<file path="src/rtl/hidden_layer_mac_sequencer.sv">
// Sequences one hidden layer over a shared MAC: per neuron clear, N_INPUT accumulates (+bias), ack; then layer_done.
// Latency: start edge + N_NEURON*(N_INPUT+2[+1]) cycles + 1 DONE cycle with mac_ack tied high; all outputs registered-state Moore.
// Backpressure: mac_req holds with indices frozen until mac_ack; start ignored outside IDLE. Optional bias term: LAYER_BIAS_EN.
module hidden_layer_mac_sequencer #(
    parameter int N_INPUT  = 4,
    parameter int N_NEURON = 2,
    parameter int IW       = (N_INPUT  > 1) ? $clog2(N_INPUT)  : 1,
    parameter int NW       = (N_NEURON > 1) ? $clog2(N_NEURON) : 1
) (
    input  logic          clk_i,
    input  logic          rst_i,
    input  logic          start_i,
    input  logic          mac_ack_i,
    output logic          mac_clr_o,
    output logic          mac_req_o,
    output logic          bias_sel_o,
    output logic [IW-1:0] input_idx_o,
    output logic [NW-1:0] neuron_idx_o,
    output logic          ack_mac_o,
    output logic          busy_o,
    output logic          layer_done_o
);

    localparam logic [IW-1:0] LAST_IN  = IW'(N_INPUT - 1);
    localparam logic [NW-1:0] LAST_NEU = NW'(N_NEURON - 1);

    typedef enum logic [2:0] {
        S_IDLE,
        S_CLEAR,
        S_ISSUE,
`ifdef LAYER_BIAS_EN
        S_BIAS,
`endif
        S_NEXT,
        S_DONE
    } state_t;

    state_t        state_q, state_d;
    logic [IW-1:0] in_idx_q, in_idx_d;
    logic [NW-1:0] neu_idx_q, neu_idx_d;

    // State and index registers; reset abandons any pass in flight.
    always_ff @(posedge clk_i) begin
        if (!rst_i) begin
            state_q   <= S_IDLE;
            in_idx_q  <= '0;
            neu_idx_q <= '0;
        end else begin
            state_q   <= state_d;
            in_idx_q  <= in_idx_d;
            neu_idx_q <= neu_idx_d;
        end
    end

    // Next-state / index update and Moore output decode from the current state.
    always_comb begin
        state_d      = state_q;
        in_idx_d     = in_idx_q;
        neu_idx_d    = neu_idx_q;
        mac_clr_o    = 1'b0;
        mac_req_o    = 1'b0;
        bias_sel_o   = 1'b0;
        ack_mac_o    = 1'b0;
        layer_done_o = 1'b0;
        unique case (state_q)
            S_IDLE: begin
                if (start_i) begin
                    state_d   = S_CLEAR;
                    neu_idx_d = '0;
                end
            end
            S_CLEAR: begin
                mac_clr_o = 1'b1;
                in_idx_d  = '0;
                state_d   = S_ISSUE;
            end
            S_ISSUE: begin
                mac_req_o = 1'b1;
                if (mac_ack_i) begin
                    if (in_idx_q == LAST_IN) begin
`ifdef LAYER_BIAS_EN
                        state_d = S_BIAS;
`else
                        state_d = S_NEXT;
`endif
                    end else begin
                        in_idx_d = in_idx_q + IW'(1);
                    end
                end
            end
`ifdef LAYER_BIAS_EN
            // Bias request reuses the last input address; only bias_sel differs.
            S_BIAS: begin
                mac_req_o  = 1'b1;
                bias_sel_o = 1'b1;
                if (mac_ack_i) begin
                    state_d = S_NEXT;
                end
            end
`endif
            S_NEXT: begin
                ack_mac_o = 1'b1;
                if (neu_idx_q == LAST_NEU) begin
                    state_d = S_DONE;
                end else begin
                    neu_idx_d = neu_idx_q + NW'(1);
                    state_d   = S_CLEAR;
                end
            end
            S_DONE: begin
                layer_done_o = 1'b1;
                state_d      = S_IDLE;
            end
            default: begin
                state_d = S_IDLE;
            end
        endcase
    end

    assign busy_o       = (state_q != S_IDLE);
    assign input_idx_o  = in_idx_q;
    assign neuron_idx_o = neu_idx_q;

endmodule
</file>
<file path="config.mk">
export PLATFORM = sky130hd
export DESIGN_NAME = hidden_layer_mac_sequencer
export DESIGN_NICKNAME = d
export VERILOG_FILES = /design/src/rtl/hidden_layer_mac_sequencer.sv
export SDC_FILE = /design/constraint.sdc
export NUM_CORES = 1
export LEC_CHECK = 0
export CORE_AREA = 4 4 41 43
export DETAILED_ROUTE_END_ITERATION = 16
export DIE_AREA = 0 0 45 47
export PLACE_DENSITY_LB_ADDON = 0.2
export SLEW_MARGIN = 30
export SYNTH_ARGS = -nofsm -noshare
export SYNTH_HDL_FRONTEND = slang
export SYNTH_SLANG_ARGS = --single-unit
</file>
<file path="constraint.sdc">
create_clock -name clk_i -period 1.35 [get_ports clk_i]
set_input_delay 0.135 -clock clk_i [delete_from_list [all_inputs] [get_ports clk_i]]
set_output_delay 0.135 -clock clk_i [all_outputs]
set_load 0.02 [all_outputs]
</file>
Word-level counts from Yosys, hierarchy flattened --
Cells that the tools add are included.
Storage, ports and cells: bits in registers 6, output and inout bits 9, word-level logic and storage cells 36
Operators by class: $add $sub $neg 2, eq/ne operators 9, muxes and demuxes 15, reduce and logical (&&, ||, !) cells 7
Operator list (count):
- two-way mux 3 bit | 4
- case mux 3 bit (4 select lines) | 1
- inequality test 2 bit, second input constant | 4
- == test 3 x 2 -> 1 bit, second input constant | 2
- two-way mux 1 bit | 6
- AND reduction 3 bit | 2
- two-way mux 2 bit | 2
- case mux 2 bit (2 select lines) | 1
- nonzero test 2 bit | 2
- == test 3 x 1 -> 1 bit, second input constant | 1
- == test 3 bit, second input constant | 1
- zero test 3 bit | 1
- nonzero test 3 bit | 1
- adder 2 x 1 -> 2 bit, second input constant | 1
- == test 2 bit, second input constant | 1
- case mux 1 bit (2 select lines) | 1
- AND reduction 2 bit | 1
- adder 1 bit, second input constant | 1

Depth between registers and ports, before layout --
Gate-level depths: netlist of run 1.
depth in word-level cells 4, gate-level depth with buffers 5

Worst setup path before layout of run 1 --
Ideal clock, no wire load.
path kind register to register, from reg in_idx_q[0] (netlist: input_idx_o[0]), to reg in_idx_q[0] (netlist: input_idx_o[0]), setup time 0.074 ns, arrival 1.320 ns, slack -0.045 ns, stages on the path, launching flop included 5, cells stage by stage dfxtp_1 > ha_1 > nand4bb_2 > or3_1 > a31oi_1
On the way: cells in the longest elaborated chain, start to end 4
RTL lines:
- start, declared | RTL line 39 | logic [IW-1:0] in_idx_q, in_idx_d;
- start signal, assigned | RTL line 50 | in_idx_q <= in_idx_d;
- adder 2 x 1 -> 2 bit | RTL line 87 | in_idx_d = in_idx_q + IW'(1);
- two-way mux 2 bit | RTL line 80 | if (in_idx_q == LAST_IN) begin
- two-way mux 2 bit | RTL line 79 | if (mac_ack_i) begin
- case mux 2 bit (2 select lines) | RTL line 65 | unique case (state_q)
Several ways; a longest one is shown, not always the timed one. The select of a mux whose other input is x is not followed. A chain may end at the register's enable or synchronous reset.

Worst setup path in the final report of run 1 --
from reg in_idx_q[1] (netlist: input_idx_o[1]), to reg in_idx_q[0] (netlist: input_idx_o[0])
On the way: cells in the longest elaborated chain, start to end 3
RTL lines (RTL line):
- == test 2 bit | 80
- inequality test 2 bit (no line)
- AND reduction 3 bit (no line)
No other way between the ends.

==> metrics.txt, run 1 <==
status=finished, final reports clean; CTS sink cnt=6; CP top delay family=simple AND/OR/NAND/NOR gates; P_int=389 µW; via count=329; # rows=13; endpoints failing hold=0; input/output buffers=11; Net Count, Synth=43; share of Yosys cell area claimed by the top area cell type=37.1%; Initial DRC Count=2; Synth Area in Simple Gates=38.6%; pin count of the biggest net entering global routing=9; power density over the cells=1110 nW/µm²; Post-Syn Instances=38; core area=1300 µm²; CTS tree=built; Antenna Violating Nets Remaining=0; area leader, netlist=dfxtp_1; Comb pwr share=32.4%; Synth top cells by count=dfxtp_1 (6), a21oi_1 (3), inv_1 (3); first-pass GRT wire length=1.48 mm; # H-tree levels=1; Pins Over Slew Limit=0; clock latency on the worst-skew pair=250 ps; io pins=13; CP Max Fanout=4; Max-Cap Viols=0; peak supply drop=0.000603 V; CP arrival=1430 ps; Main synth FF type=dfxtp_1; switching share of power=31.0%; sequential power share=37.9%; grt ovf=0; Psw=175 µW; part of the power in the clock network=29.7%; sequential share of the synthesized area=37.1%; leakage=0.000248 µW; CP cell instances=ha_2 -> nand4bb_2 -> or3_1 -> a31oi_1; largest family of logic cells by synthesized area=simple AND/OR/NAND/NOR gates; synth warn=0; die width=45 µm; post-synthesis mux area share=0%; Max Clk Rate=796 MHz; CP required=1520 ps; final critical-path share of the clock period=93.1%; cts-stage hold buffer count=0; layout cells sized above 1=43.9%; post-layout net count=64; Yosys cell types=25; CP Buf/Inv Count=0; Mapped Area=324 µm²; drt first pass iters=2; CP Capture Type=flip-flop; initial antenna violation count=0; die height=47 µm; number of synthesized register bits=6; async set-or-reset flop fraction in the synthesized netlist=0%; unrepaired setup endpoints after global routing=false; Critical Path Slowest Stage Cell=dfxtp_2; Final TNS setup=0 ps; Worst Skew=1.26 ps; Setup Crit Path Kind=flip-flop to flip-flop; die area=2120 µm²; CTS max path bufs=2; CP Launch Type=flip-flop; HPWL after detailed placement=615 µm; syn_area_per_cell=8.53 µm²; compound-cell area share of the yosys netlist=12.0%; post-DR vias/cell=4.57; Worst-path clk slew=40 ps; Setup violations, final=0; synthesized-area fraction occupied by adder cells=3.86%; Post-Synth XOR/XNOR Area=0%; number of remaining DRC errors=0; EDFF count, synth=0; vias in the first global route=349; final wirelength=767 µm; routed len/inst=10.7 µm; GRT Util Overall=10.1%; postcts setup bufs=0; Worst path max stage delay=330 ps; # diodes=0; count leader, synth=dfxtp_1; fin util=39.2%; Clock Tree Root=clkbuf_4; Initial Util=24.9%; ranking of synthesized cells by area=dfxtp_1 (37%), nand4bb_2 (5.0%), a21oi_1 (4.6%); Area Overhead vs Synth=57.5%; CTS Buf Count=3; post-layout min period=1260 ps; GPL Wtd Cong=0.703; hold crit path type=input pin to flip-flop
-- power groups by stage --
stage                     logic [µW]  clock network, µW  registers [µW]
final                            183                167             214
after floorplan                 90.7                  0             217
after detailed placement         203                  0             212
after global routing             204                183             216
after global placement           204                  0             212
after CTS                        197                177             211
-- what timing repair did --
item                                    in CTS  in global routing
resized for setup                           20                  8
cloned                                       0                  0
endpoints found under the setup margin       7                  7
pin swaps                                    0                  1
-- placed cells by master (no fill, tap or decap), drive strengths merged, types with 2 or more instances in the layout --
master	n
a21oi	3
buf	10
clkbuf	4
clkdlybuf4s50	3
dfxtp	6
dlygate4sd2	2
inv	3
nand3	2
nor2	2
nor3b	2
o21ai	2
or2b	2
-- metal layers --
layer	share of wire, %	track usage [%]	wire [µm]	vias up
li1	-	-	-	171
met1	50	12.8	380	147
met2	41	12.7	314	11
met3	9.3	6.51	71	0
met4	0	5.26	0	0
met5	0	0	0	-
-- area by class of cell --
class                   count  area [µm²]
clock buffers               3        22.5
fillers                   151         791
inverters                   3        11.3
multi-input cells          27         188
flip-flops and latches      6         126
well taps                  15        18.8
repair buffers             18         144
-- stage by stage --
stage | power, µW | instance area [µm²] | hold slack [ps] | setup WS [ps] | std cells
after global placement | 416 | 495 | 496 | -84.0 | 69
after floorplan | 308 | 327 | 224 | 3.85 | 38
after detailed placement | 414 | 495 | 502 | -90.6 | 69
final | 564 | 510 | 462 | 93.6 | 72
after global routing | 603 | 510 | 508 | 17.5 | 72
after CTS | 585 | 527 | 461 | -11.3 | 72
-- sequential cells by signal (all words and copies together), names as in the netlist --
register,flops
input_idx_o,2
neuron_idx_o,1
state_q,3
-- kinds of logic (layout without fill, tap and decap cells) --
kind of cell / after synthesis / in the layout
AO/OA/AOI/OAI: 7 / 7
other: 1 / 1
flip-flops: 6 / 6
AND/OR/NAND/NOR: 18 / 18
adder cells (fa/ha/maj): 1 / 1
buffers and inverters: 5 / 24
-- path summary, 6_finish.rpt --
check	startpoint	endpoint	slack, ps	cells after the start
setup / recovery	input_idx_o[1]	input_idx_o[0]	90	4
hold / removal	start_i	neuron_idx_o	460	2
setup reg to reg	input_idx_o[1]	input_idx_o[0]	90	4
hold reg to reg	neuron_idx_o	state_q[2]	490	1
Note: power is estimated with default switching activity, not from simulation.
==> run 2, diff against run 1 <==
--- a/config.mk
+++ b/config.mk
@@ -5,7 +5,9 @@
 export SDC_FILE = /design/constraint.sdc
 export NUM_CORES = 1
 export LEC_CHECK = 0
+export CAP_MARGIN = 25
 export CORE_AREA = 4 4 41 43
+export CTS_CLUSTER_SIZE = 40
 export DETAILED_ROUTE_END_ITERATION = 16
 export DIE_AREA = 0 0 45 47
 export PLACE_DENSITY_LB_ADDON = 0.2
==> results of run 2 <==
Final layout, timing and power as in run 1 (identical DEF).
